--- config.mk ---
export PLATFORM = sky130hd
export DESIGN_NAME = pll_clken_seq
export DESIGN_NICKNAME = d
export VERILOG_FILES = /design/src/rtl/pll_clken_seq.sv
export SDC_FILE = /design/constraint.sdc
export NUM_CORES = 1
export LEC_CHECK = 0
export ABC_AREA = 1
export ABC_CLOCK_PERIOD_IN_PS = 1350
export BUFFER_PORTS_ARGS = -buffer_cell sky130_fd_sc_hd__buf_2
export CAP_MARGIN = 20
export CORE_ASPECT_RATIO = 1.4
export CORE_MARGIN = 3
export CORE_UTILIZATION = 54
export CTS_CLUSTER_DIAMETER = 80
export DETAILED_ROUTE_END_ITERATION = 7
export PLACE_DENSITY = 0.75
export SYNTH_ARGS = -nofsm -noshare
export SYNTH_HDL_FRONTEND = slang
export SYNTH_SLANG_ARGS = --single-unit
export TNS_END_PERCENT = 20
--- constraint.sdc ---
create_clock -name clk -period 1.35 [get_ports clk]
set_input_delay 0.135 -clock clk [delete_from_list [all_inputs] [get_ports clk]]
set_output_delay 0.135 -clock clk [all_outputs]
set_load 0.01 [all_outputs]
--- src/rtl/pll_clken_seq.sv ---
// PLL supervisor: qualifies lock, sequences the system reset, counts lock losses
// and derives NCH fractional-rate clock-enable strobes from phase accumulators.
module pll_clken_seq #(
    parameter int unsigned             NCH         = 2,
    parameter int unsigned             ACC_W       = 24,
    parameter logic [NCH*ACC_W-1:0]    INC         = {24'h800000, 24'h0147AE},
    parameter int unsigned             LOCK_CYCLES = 1024,
    parameter int unsigned             HOLD_CYCLES = 16,
    parameter int unsigned             CNT_W       = 8
) (
    input  logic             clk,
    input  logic             reset,
    input  logic             locked,
    output logic             sys_reset,
    output logic             ready,
    output logic [NCH-1:0]   clken,
    output logic [CNT_W-1:0] lock_lost_count
);

    localparam int unsigned MAX_CYC = (LOCK_CYCLES > HOLD_CYCLES) ? LOCK_CYCLES : HOLD_CYCLES;
    localparam int unsigned CW      = (MAX_CYC > 2) ? $clog2(MAX_CYC) : 1;
    localparam logic [CW-1:0] LOCK_LAST = CW'(LOCK_CYCLES - 1);
    localparam logic [CW-1:0] HOLD_LAST = CW'(HOLD_CYCLES - 1);

    typedef enum logic [1:0] {
        WAIT_LOCK = 2'd0,
        STABLE    = 2'd1,
        HOLD      = 2'd2,
        RUN       = 2'd3
    } state_t;

    state_t             state_q;
    logic [CW-1:0]      cnt_q;
    logic [1:0]         sync_q;
    logic               locked_s;
    logic               sys_reset_q;
    logic               ready_q;
    logic [NCH-1:0]     clken_q;
    logic [CNT_W-1:0]   lost_q;
    logic [ACC_W-1:0]   acc_q [NCH];
    logic [ACC_W:0]     sum_d [NCH];

    assign locked_s = sync_q[1];

    // One extra bit on each add; its MSB is the strobe for that channel.
    always_comb begin
        for (int i = 0; i < NCH; i++) begin
            sum_d[i] = {1'b0, acc_q[i]} + {1'b0, INC[i*ACC_W +: ACC_W]};
        end
    end

    always_ff @(posedge clk) begin
        if (reset) begin
            state_q     <= WAIT_LOCK;
            cnt_q       <= '0;
            sync_q      <= '0;
            sys_reset_q <= 1'b1;
            ready_q     <= 1'b0;
            clken_q     <= '0;
            lost_q      <= '0;
            for (int i = 0; i < NCH; i++) begin
                acc_q[i] <= '0;
            end
        end else begin
            sync_q      <= {sync_q[0], locked};
            // Outside RUN the outputs sit in reset and the accumulators are cleared.
            sys_reset_q <= 1'b1;
            ready_q     <= 1'b0;
            clken_q     <= '0;
            for (int i = 0; i < NCH; i++) begin
                acc_q[i] <= '0;
            end

            case (state_q)
                WAIT_LOCK: begin
                    if (locked_s) begin
                        state_q <= STABLE;
                        cnt_q   <= '0;
                    end
                end
                STABLE: begin
                    if (!locked_s) begin
                        state_q <= WAIT_LOCK;
                    end else if (cnt_q == LOCK_LAST) begin
                        state_q <= HOLD;
                        cnt_q   <= '0;
                    end else begin
                        cnt_q <= cnt_q + CW'(1);
                    end
                end
                HOLD: begin
                    if (!locked_s) begin
                        state_q <= WAIT_LOCK;
                    end else if (cnt_q == HOLD_LAST) begin
                        state_q     <= RUN;
                        sys_reset_q <= 1'b0;
                        ready_q     <= 1'b1;
                    end else begin
                        cnt_q <= cnt_q + CW'(1);
                    end
                end
                RUN: begin
                    if (!locked_s) begin
                        state_q <= WAIT_LOCK;
                        if (lost_q != '1) begin
                            lost_q <= lost_q + CNT_W'(1);
                        end
                    end else begin
                        sys_reset_q <= 1'b0;
                        ready_q     <= 1'b1;
                        for (int i = 0; i < NCH; i++) begin
                            acc_q[i]   <= sum_d[i][ACC_W-1:0];
                            clken_q[i] <= sum_d[i][ACC_W];
                        end
                    end
                end
                default: state_q <= WAIT_LOCK;
            endcase
        end
    end

    assign sys_reset       = sys_reset_q;
    assign ready           = ready_q;
    assign clken           = clken_q;
    assign lock_lost_count = lost_q;

endmodule

======== Word level (Yosys, flattened, before mapping) ========
Memory sizes are Yosys's and may differ from the RTL's.
Cells that the tools add are included.
cells by class
  $add $sub $neg .......................... 4
  eq/ne operators ......................... 13
  mux-type cells .......................... 31
  bitwise operators ....................... 6
  reductions and logical operators ........ 6
operators by type and width
  kind                      count
  $mux W24                  4
  $mux W10                  5
  $pmux W10 S3              1
  $add A24 B17 Y25 const B  1
  $add A24 B24 Y25 const B  1
  $mux W1                   12
  $mux W2                   6
  $add A10 B1 Y10 const B   1
  $eq A10 B10 Y1 const B    1
  $eq A10 B4 Y1 const B     1
  $ne A2 B2 Y1 const B      5
  $add A8 B1 Y8 const B     1
  $ne A8 B8 Y1 const B      1
  $pmux W2 S4               1
  $ne A3 B3 Y1 const B      2
  $reduce_and A5 Y1         1
  $eq A2 B2 Y1 const B      2
  $or A1 B1 Y1              4
  $pmux W1 S2               2
  $reduce_and A4 Y1         1
  $reduce_and A3 Y1         1
  $reduce_bool A3 Y1        1
  $reduce_or A3 Y1          1
  $eq A2 B1 Y1 const B      1
  2 further kinds           3
word-level totals
  bits in registers ....................... 26
  RAM bits ................................ 48
  input bits .............................. 3
  output and inout port bits .............. 12
  logic and storage cells ................. 68
  memories ................................ 1
memory list
  name   words  bits a word  read ports  clocked after Yosys merged registers in  write ports  line  text
  acc_q  2      24           2           0                                        2            40    logic [ACC_W-1:0] acc_q [NCH];

======== Depth between registers and ports, before layout ========
Gate-level depths: netlist of the first run.
  depth in word-level cells ............... 5
  mapped depth ............................ 12
  gate-level depth less buffers ........... 12

======== Least setup slack after synthesis of the first run ========
OpenSTA, ideal clock, no wires.
  kind .................................... reg-to-reg
  start ................................... reg state_q[0]
  end ..................................... reg cnt_q[2]
  arrival ................................. 1.343 ns
  required time ........................... 1.234 ns
  path slack .............................. -0.108 ns
  stages on the path, launching flop included .. 10
  buffers on the path ..................... 1
  cell sequence ........................... dfxtp_1 -> inv_1 -> ha_1 -> inv_2 -> a31oi_4 -> nand2_2 -> buf_6 -> nor2_1 -> xor2_1 -> nor2_1
on the way
  word-level cells in the longest chain between the ends .. 3
  elaborated cells on any way between the ends .. 10
  those cells by class .................... 6 x eq/ne; 1 x mux; 3 x reduce/logical
RTL lines
  what                                                                 line  text
  start: declaration                                                   32    state_t state_q;
  start signal: assignment                                             54    state_q <= WAIT_LOCK;
  start signal: assignment                                             77    state_q <= STABLE;
  start signal: assignment                                             83    state_q <= WAIT_LOCK;
  $eq A2 B2 Y1, or another cell as far along                           74    case (state_q)
  $ne A2 B2 Y1 (no line) / $reduce_bool A3 Y1 (equally long branches)  --
  $reduce_and A5 Y1 (no line)                                          --
  end signal: assignment                                               88    cnt_q <= cnt_q + CW'(1);
  end signal: assignment                                               99    cnt_q <= cnt_q + CW'(1);
  end: declaration                                                     33    logic [CW-1:0] cnt_q;
Several ways; a longest one is shown, not always the timed one.
A chain may end at the register's enable or synchronous reset.

======== Final worst setup path of the first run ========
  start ................................... reg state_q[1]
  end ..................................... reg cnt_q[5]
The elaborated chain is that of the path after synthesis.

==> qor.csv, run 1 <==
stage,metric,value,unit
synthesis,ys flop type,dfxtp_1,
synthesis,Synth Area per Inst,6.54,um^2
routing,average wire per standard cell,12.6,um
global_routing,met1 GRT Util,0.267,
finish,post-route core utilization,0.784,
global_routing,Total Routing Usage GR,0.246,
global_routing,vias in the first global route,2692,
setup_path,Crit Path Class,reg -> reg,
status,status,finished with violations,
place,HPWL Detailed,4480,um
floorplan,Placeable Area,4610,um^2
synthesis,Synth top area share,0.380,
timing,Slew @ Worst Pin,0.411,ns
routing,TritonRoute pass-1 iters,4,
cts,TritonCTS Buffers,5,
finish,ant diodes,0,
finish,layout filler cell count,324,
global_routing,GRT overflow,0,
synthesis,mux cell area share after synthesis,0,
place,Placer Congestion,0.913,
synthesis,most common cell in the netlist,nand2_1,
routing,violation count after the first detailed-route iteration,143,
flow_run,max_cap viols,0,
timing,hold violation total from the final report,0,
synthesis,adder-cell share of the synthesized area,0.0332,
global_routing,met2 GRT Util,0.467,
pwr,cell-internal power,0.00256,W
timing,Clock Skew,0.00582,ns
floorplan,Initial Util,0.572,
routing,DRT Wirelength,6860,um
setup_path,critical path required time,1.60,ns
setup_path,Worst Path Max Fanout,6,
synthesis,Post-Synth Simple-Gate Area,0.337,
synthesis,Yosys reg bits,50,
pwr,Max rail drop VDD,0.00104,V
timing,final worst setup slack,-0.172,ns
finish,layout cells sized above 1,0.344,
pwr,Comb power frac,0.274,
pwr,sequential power share,0.439,
timing,# setup viols final,23,
pwr,Pleak,1.57,nW
pwr,Power Density,1020,nW/um^2
timing,Final min period,1.52,ns
cts,clk_lat worst skew,0.30,ns
synthesis,"Distinct cells, synth",31,
pwr,Clk pwr share,0.287,
synthesis,Post-synth top cells,"94 x nand2_1, 63 x inv_1, 60 x nor2_1, 50 x dfxtp_1, 32 x a21oi_1",
routing,Vias,2789,
global_routing,initial antenna violation count,0,
floorplan,die area,5770,um^2
finish,Layout area overhead,37.1,%
synthesis,Post-synth ARST share,0,
floorplan,die height,88.7,um
routing,DRC Markers,0,
cts,Clock Sinks,50,
finish,multi-input logic area,1590,um^2
cts,H-tree levels,2,
pwr,Sw Ratio,0.303,
synthesis,Synth area leader,dfxtp_1,
setup_path,Setup crit start kind,register,
global_routing,GRT met3 Usage,0.0381,
setup_path,nature of the critical path endpoint,register,
worst_hold_path,HP Class,in -> reg,
timing,final max-slew violation count,0,
floorplan,I/O pin cnt,15,
synthesis,largest family of logic cells by synthesized area,simple AND/OR/NAND/NOR gates,
timing,RSZ-0062 raised after global routing,yes,
global_routing,first-pass GRT wire length,11300,um
cts,CTS Buffer Depth,2,
setup_path,crit path DAT,1.77,ns
routing,Vias/cell,5.15,
timing,final worst-path cycle share,1.13,
synthesis,Synthesis Warnings,0,
cts,"Hold-fix buffers, CTS",0,
synthesis,sequential fraction of the synthesis area,0.380,
finish,Seq. cell area,1020,um^2
status,failing checks,setup timing,
timing,Slew headroom,0.726,
cts,CTS tree,done,
pwr,switching power,0.00111,W
cts,"Reg clk slew, reported paths",0.09,ns
synthesis,Synth Cell Area,2640,um^2
cts,CTS root buffer,clkbuf_8,
finish,nets,489,
place,I/O Buffers,14,
global_routing,GRT Max-Usage Layer,met2,
synthesis,Cells after Synth,403,
synthesis,post-synthesis compound-gate area fraction,0.131,
synthesis,number of flops mapped to enable cells by yosys,0,
global_routing,largest net degree at the start of global routing,17,
synthesis,top area cells in the synthesized netlist,"dfxtp_1 38%, nand2_1 13%, inv_1 9.0%",
synthesis,XOR/XNOR Fraction of Synth Area,0.0133,
routing,post-route ant nets,0,
floorplan,Die Width,65.0,um
floorplan,Row Count,29,
timing,Highest Clock Rate,0.657,GHz
timing,Hold WS,0.0244,ns
synthesis,Mapped Nets,413,
## worst paths after layout
| path | slack, ns | endpoint | start | cells after the start |
|---|---|---|---|---|
| hold / removal | 0.02 | sync_q[0] | locked | 3 |
| hold reg to reg | 0.41 | acc_q[0][1] | acc_q[0][1] | 1 |
| setup reg to reg | -0.17 | cnt_q[5] | state_q[1] | 9 |
| setup / recovery | -0.17 | cnt_q[5] | state_q[1] | 9 |
## critical path: stages, from the launching register on
cell	delay, ns
dfxtp_4	0.37
inv_4	0.09
ha_4	0.16
inv_4	0.04
a31oi_4	0.19
nand2_4	0.11
buf_6	0.15
o21bai_1	0.13
o21ai_1	0.12
nor2_1	0.09
## per-stage QoR
step	TNS (ns)	instance area (um^2)	setup slack, ns	power [W]	cells
after floorplan	-0.0231	2670	-0.0231	0.00211	403
after global placement	-1.50	3150	-0.137	0.00235	521
after detailed placement	-2.68	3150	-0.217	0.00237	521
after CTS	-1.45	3400	-0.0930	0.00357	533
after global routing	-4.64	3610	-0.238	0.00386	542
final	-1.68	3610	-0.172	0.00367	542
## kinds of logic after synthesis
kind of cell | after synthesis
adders and majority gates | 7
DFF | 50
buffers and inverters | 71
and+or+nand+nor | 210
xor gates and xnor gates | 4
AOI/OAI and AO/OA | 61
## layout by cell type, fill, tap and decap left out, drive strengths merged
cell type and instances:
nor3 7, dfxtp 50, clkbuf 5, clkinvlp 2, nor2 61, ha 7, xor2 3, nand3b 1
bufinv 1, o2111ai 1, xnor2 1, or2 2, inv 66, o21bai 1, nand2 98, o31ai 1
o21a 2, a31oi 2, buf 74, o21ai 21, nand3 31, nand4 9, a21oi 33, and2 1
## power groups by stage
stage / clock network, W / registers [W] / logic, W
final: 0.00106 / 0.00161 / 0.00101
after global routing: 0.00114 / 0.00162 / 0.00110
after global placement: 0 / 0.00161 / 0.000736
after CTS: 0.00109 / 0.00161 / 0.000863
after floorplan: 0 / 0.00162 / 0.000488
after detailed placement: 0 / 0.00162 / 0.000750
## area by class of cell
cell class	instances	area share
multi-input combinational	282	0.440
sequential	50	0.282
timing repair buffer	74	0.154
inverter	66	0.0713
tap	62	0.0215
clock buffer	5	0.0190
clock inverter	3	0.0125
## sequential cells by signal (all words and copies together), names as in the netlist
register	flops
clken	2
lock_lost_count	8
sync_q	2
cnt_q	10
acc_q	24
ready	1
sys_reset	1
state_q	2
## layer usage
layer | part of all wire | routed length [um]
met5 | 0 | 0
met4 | 0.024 | 167
met3 | 0.025 | 168
met2 | 0.55 | 3800
met1 | 0.40 | 2720
## what timing repair did
item,CTS,global route
setup endpoints to repair,37,47
resized for setup,40,53
buffers inserted,4,9
pin swaps,8,11
Power figures use the tool's default switching activity.
==> run 2, diff against run 1 <==
ABC_CLOCK_PERIOD_IN_PS = 1500   (was 1350)
CORE_UTILIZATION = 60   (was 54)
PLACE_DENSITY = 0.79   (was 0.75)
clock period = 1.5 ns   (was 1.35 ns; I/O delays follow)
==> qor.csv, run 2 (synthesized netlist as in run 1, its figures left out) <==
stage,metric,value,unit,change
status,status,finished with violations,,unchanged
status,failing checks,setup timing,,unchanged
setup_path,Crit Path Class,reg -> reg,,unchanged
routing,DRC Markers,0,,unchanged
floorplan,Row Count,27,,was 29
finish,layout cells sized above 1,0.239,,was 0.344
routing,post-route ant nets,0,,unchanged
cts,H-tree levels,2,,unchanged
routing,Vias,2624,,was 2789
place,Post-Place Setup Slack,-0.0980,ns,was -0.217 ns
finish,most frequent cells in the layout,"82 x nand2_1, 56 x inv_1, 52 x nor2_1, 42 x dfxtp_1, 29 x nand3_1",,"was 78 x nand2_1, 55 x buf_4, 54 x inv_1, 48 x nor2_1, 40 x dfxtp_1"
global_routing,initial antenna violation count,0,,unchanged
cts,CTS Buffer Depth,2,,unchanged
floorplan,die area,5230,um^2,was 5770 um^2
cts,clk_lat worst skew,0.30,ns,about the same
cts,"Hold-fix buffers, CTS",0,,unchanged
global_routing,GRT overflow,0,,unchanged
place,HPWL Detailed,4190,um,was 4480 um
place,Placer Congestion,0.912,,was 0.913
setup_path,family with the most delay on the worst path,flip-flops,,was compound AO/OA/AOI/OAI gates
timing,# setup viols final,3,,was 23
routing,average wire per standard cell,12.5,um,was 12.6 um
setup_path,crit path DAT,1.75,ns,was 1.77 ns
setup_path,largest stage delay on the critical path,0.37,ns,about the same
cts,CTS tree,done,,unchanged
routing,metal2 WL,3380,um,was 3800 um
global_routing,first-pass GRT wire length,9750,um,was 11300 um
floorplan,Placeable Area,4090,um^2,was 4610 um^2
timing,final max-slew violation count,0,,unchanged
flow_run,max_cap viols,0,,unchanged
worst_hold_path,hold_sp,locked,,unchanged
timing,Clock Skew,0.00286,ns,was 0.00582 ns
worst_hold_path,HP Class,in -> reg,,unchanged
setup_path,crit-path most repeated cell,inv_2,,was inv_4
global_routing,vias in the first global route,2480,,was 2692
setup_path,RR Startpoint,state_q[1],,unchanged
finish,Layout area overhead,21.1,%,was 37.1%
timing,final worst setup slack,-0.00670,ns,was -0.172 ns
setup_path,Worst Path Max Fanout,5,,was 6
cts,"Reg clk slew, reported paths",0.09,ns,about the same
global_routing,largest net degree at the start of global routing,15,,was 17
finish,number of flip-flops in the largest register,24,,unchanged
floorplan,die height,84.4,um,was 88.7 um
setup_path,critical path's slowest cell,dfxtp_4,,unchanged
cts,CTS root buffer,clkbuf_8,,unchanged
pwr,Max rail drop VDD,0.000963,V,was 0.00104 V
finish,nets,449,,was 489
routing,Post-Route M1 WL,2530,um,was 2720 um
cts,Clock Sinks,50,,unchanged
routing,TritonRoute pass-1 iters,4,,unchanged
routing,DRT Wirelength,6220,um,was 6860 um
timing,Slew headroom,0.719,,was 0.726
timing,Highest Clock Rate,0.664,GHz,was 0.657 GHz
timing,Final min period,1.51,ns,was 1.52 ns
finish,ant diodes,0,,unchanged
routing,Vias/cell,5.27,,was 5.15
timing,Slew @ Worst Pin,0.422,ns,was 0.411 ns
timing,final worst-path cycle share,1.00,,was 1.13
setup_path,CP Cell Sequence,inv_2 -> ha_2 -> inv_2 -> a31oi_4 -> nand2_4 -> buf_4 -> nor2_2 -> nand3_1 -> a21oi_1,,was inv_4 -> ha_4 -> inv_4 -> a31oi_4 -> nand2_4 -> buf_6 -> o21bai_1 -> o21ai_1 -> nor2_1
pwr,Pleak,1.35,nW,was 1.57 nW
floorplan,I/O pin cnt,15,,unchanged
cts,TritonCTS Buffers,5,,unchanged
finish,"commonest non-fill, non-tap cell in the layout",nand2_1,,unchanged
timing,RSZ-0062 raised after global routing,yes,,unchanged
setup_path,Worst Setup SP,state_q[1],,unchanged
setup_path,nature of the critical path endpoint,register,,unchanged
place,I/O Buffers,14,,unchanged
finish,Reg with most FFs,acc_q,,unchanged
timing,hold violation total from the final report,0,,unchanged
routing,violation count after the first detailed-route iteration,147,,was 143
floorplan,Die Width,62.0,um,was 65.0 um
global_routing,Total Routing Usage GR,0.236,,was 0.246
setup_path,WP buf/inv,3,,unchanged
pwr,Power Density,961,nW/um^2,was 1020 nW/um^2
setup_path,critical path required time,1.74,ns,was 1.60 ns
setup_path,Setup crit start kind,register,,unchanged
routing,highest layer used for signal routing,met4,,unchanged
pwr,Tot Pwr,0.00307,W,was 0.00367 W
floorplan,Initial Util,0.645,,was 0.572
routing,met3 wire length,149,um,was 168 um
[run 2: cell types whose count changed in the layout (fill, tap and decap cells not counted), moves of 4 or more]
cell	change
o21ai_0	+10
buf_4	-36
nand2_1	+4
nor2_1	+4
o21ai_1	-10
nand3_2	-4
inv_4	-4
[run 2: worst reg2reg max path, cell delays in order, from the launching register on]
cell and delay (ns):
dfxtp_4 0.37, inv_2 0.07, ha_2 0.19, inv_2 0.06, a31oi_4 0.22, nand2_4 0.11
buf_4 0.16, nor2_2 0.08, nand3_1 0.08, a21oi_1 0.11
[run 2: final cells by class]
cell class,count,area [um^2]
fill,313,896
multi-input combinational,283,1530
timing repair buffer,33,213
inverter,66,253
clock buffer,7,76.3
clock inverter,1,30.0
sequential,50,1010
tap,58,72.6
[run 2: metal layers]
layer,vias to the layer above,global-route usage
met2,48,0.431
li1,1351,-
met3,17,0.0400
met1,1208,0.253
met5,-,0
met4,0,0.0888
[run 2: final timing paths]
path                    end  slack [ns]  cells past startpoint
setup / recovery   cnt_q[7]      -0.007                      9
hold / removal    sync_q[0]        0.05                      3
setup reg to reg   cnt_q[7]      -0.007                      9
hold reg to reg   sync_q[1]        0.41                      2
[run 2: where the power goes]
part	switching (W)	internal (W)
Clock	0.000435	0.000499
Combinational	0.000406	0.000288
Sequential	0.0000492	0.00139
Total	0.000890	0.00218
[run 2: what timing repair did]
action                                  CTS  global route
endpoints found under the setup margin   16            35
endpoints found under the hold margin     0             0
cloned                                    0             1
pin swaps                                 0             7
buffers inserted                          0             4
gates resized for setup                   9            59
[run 2: stage by stage]
step	area (um^2)	util	cells	TNS [ns]	hold WS [ns]
6_report	3190	0.781	498	-0.0170	0.0454
5_1_grt	3190	0.781	498	-1.05	0.0649
2_1_floorplan	2640	-	403	0	0.257
3_5_place_dp	2860	0.699	485	-0.698	0.369
4_1_cts	2990	0.730	493	-0.111	0.0436
3_3_place_gp	2860	0.699	485	-0.0645	0.353
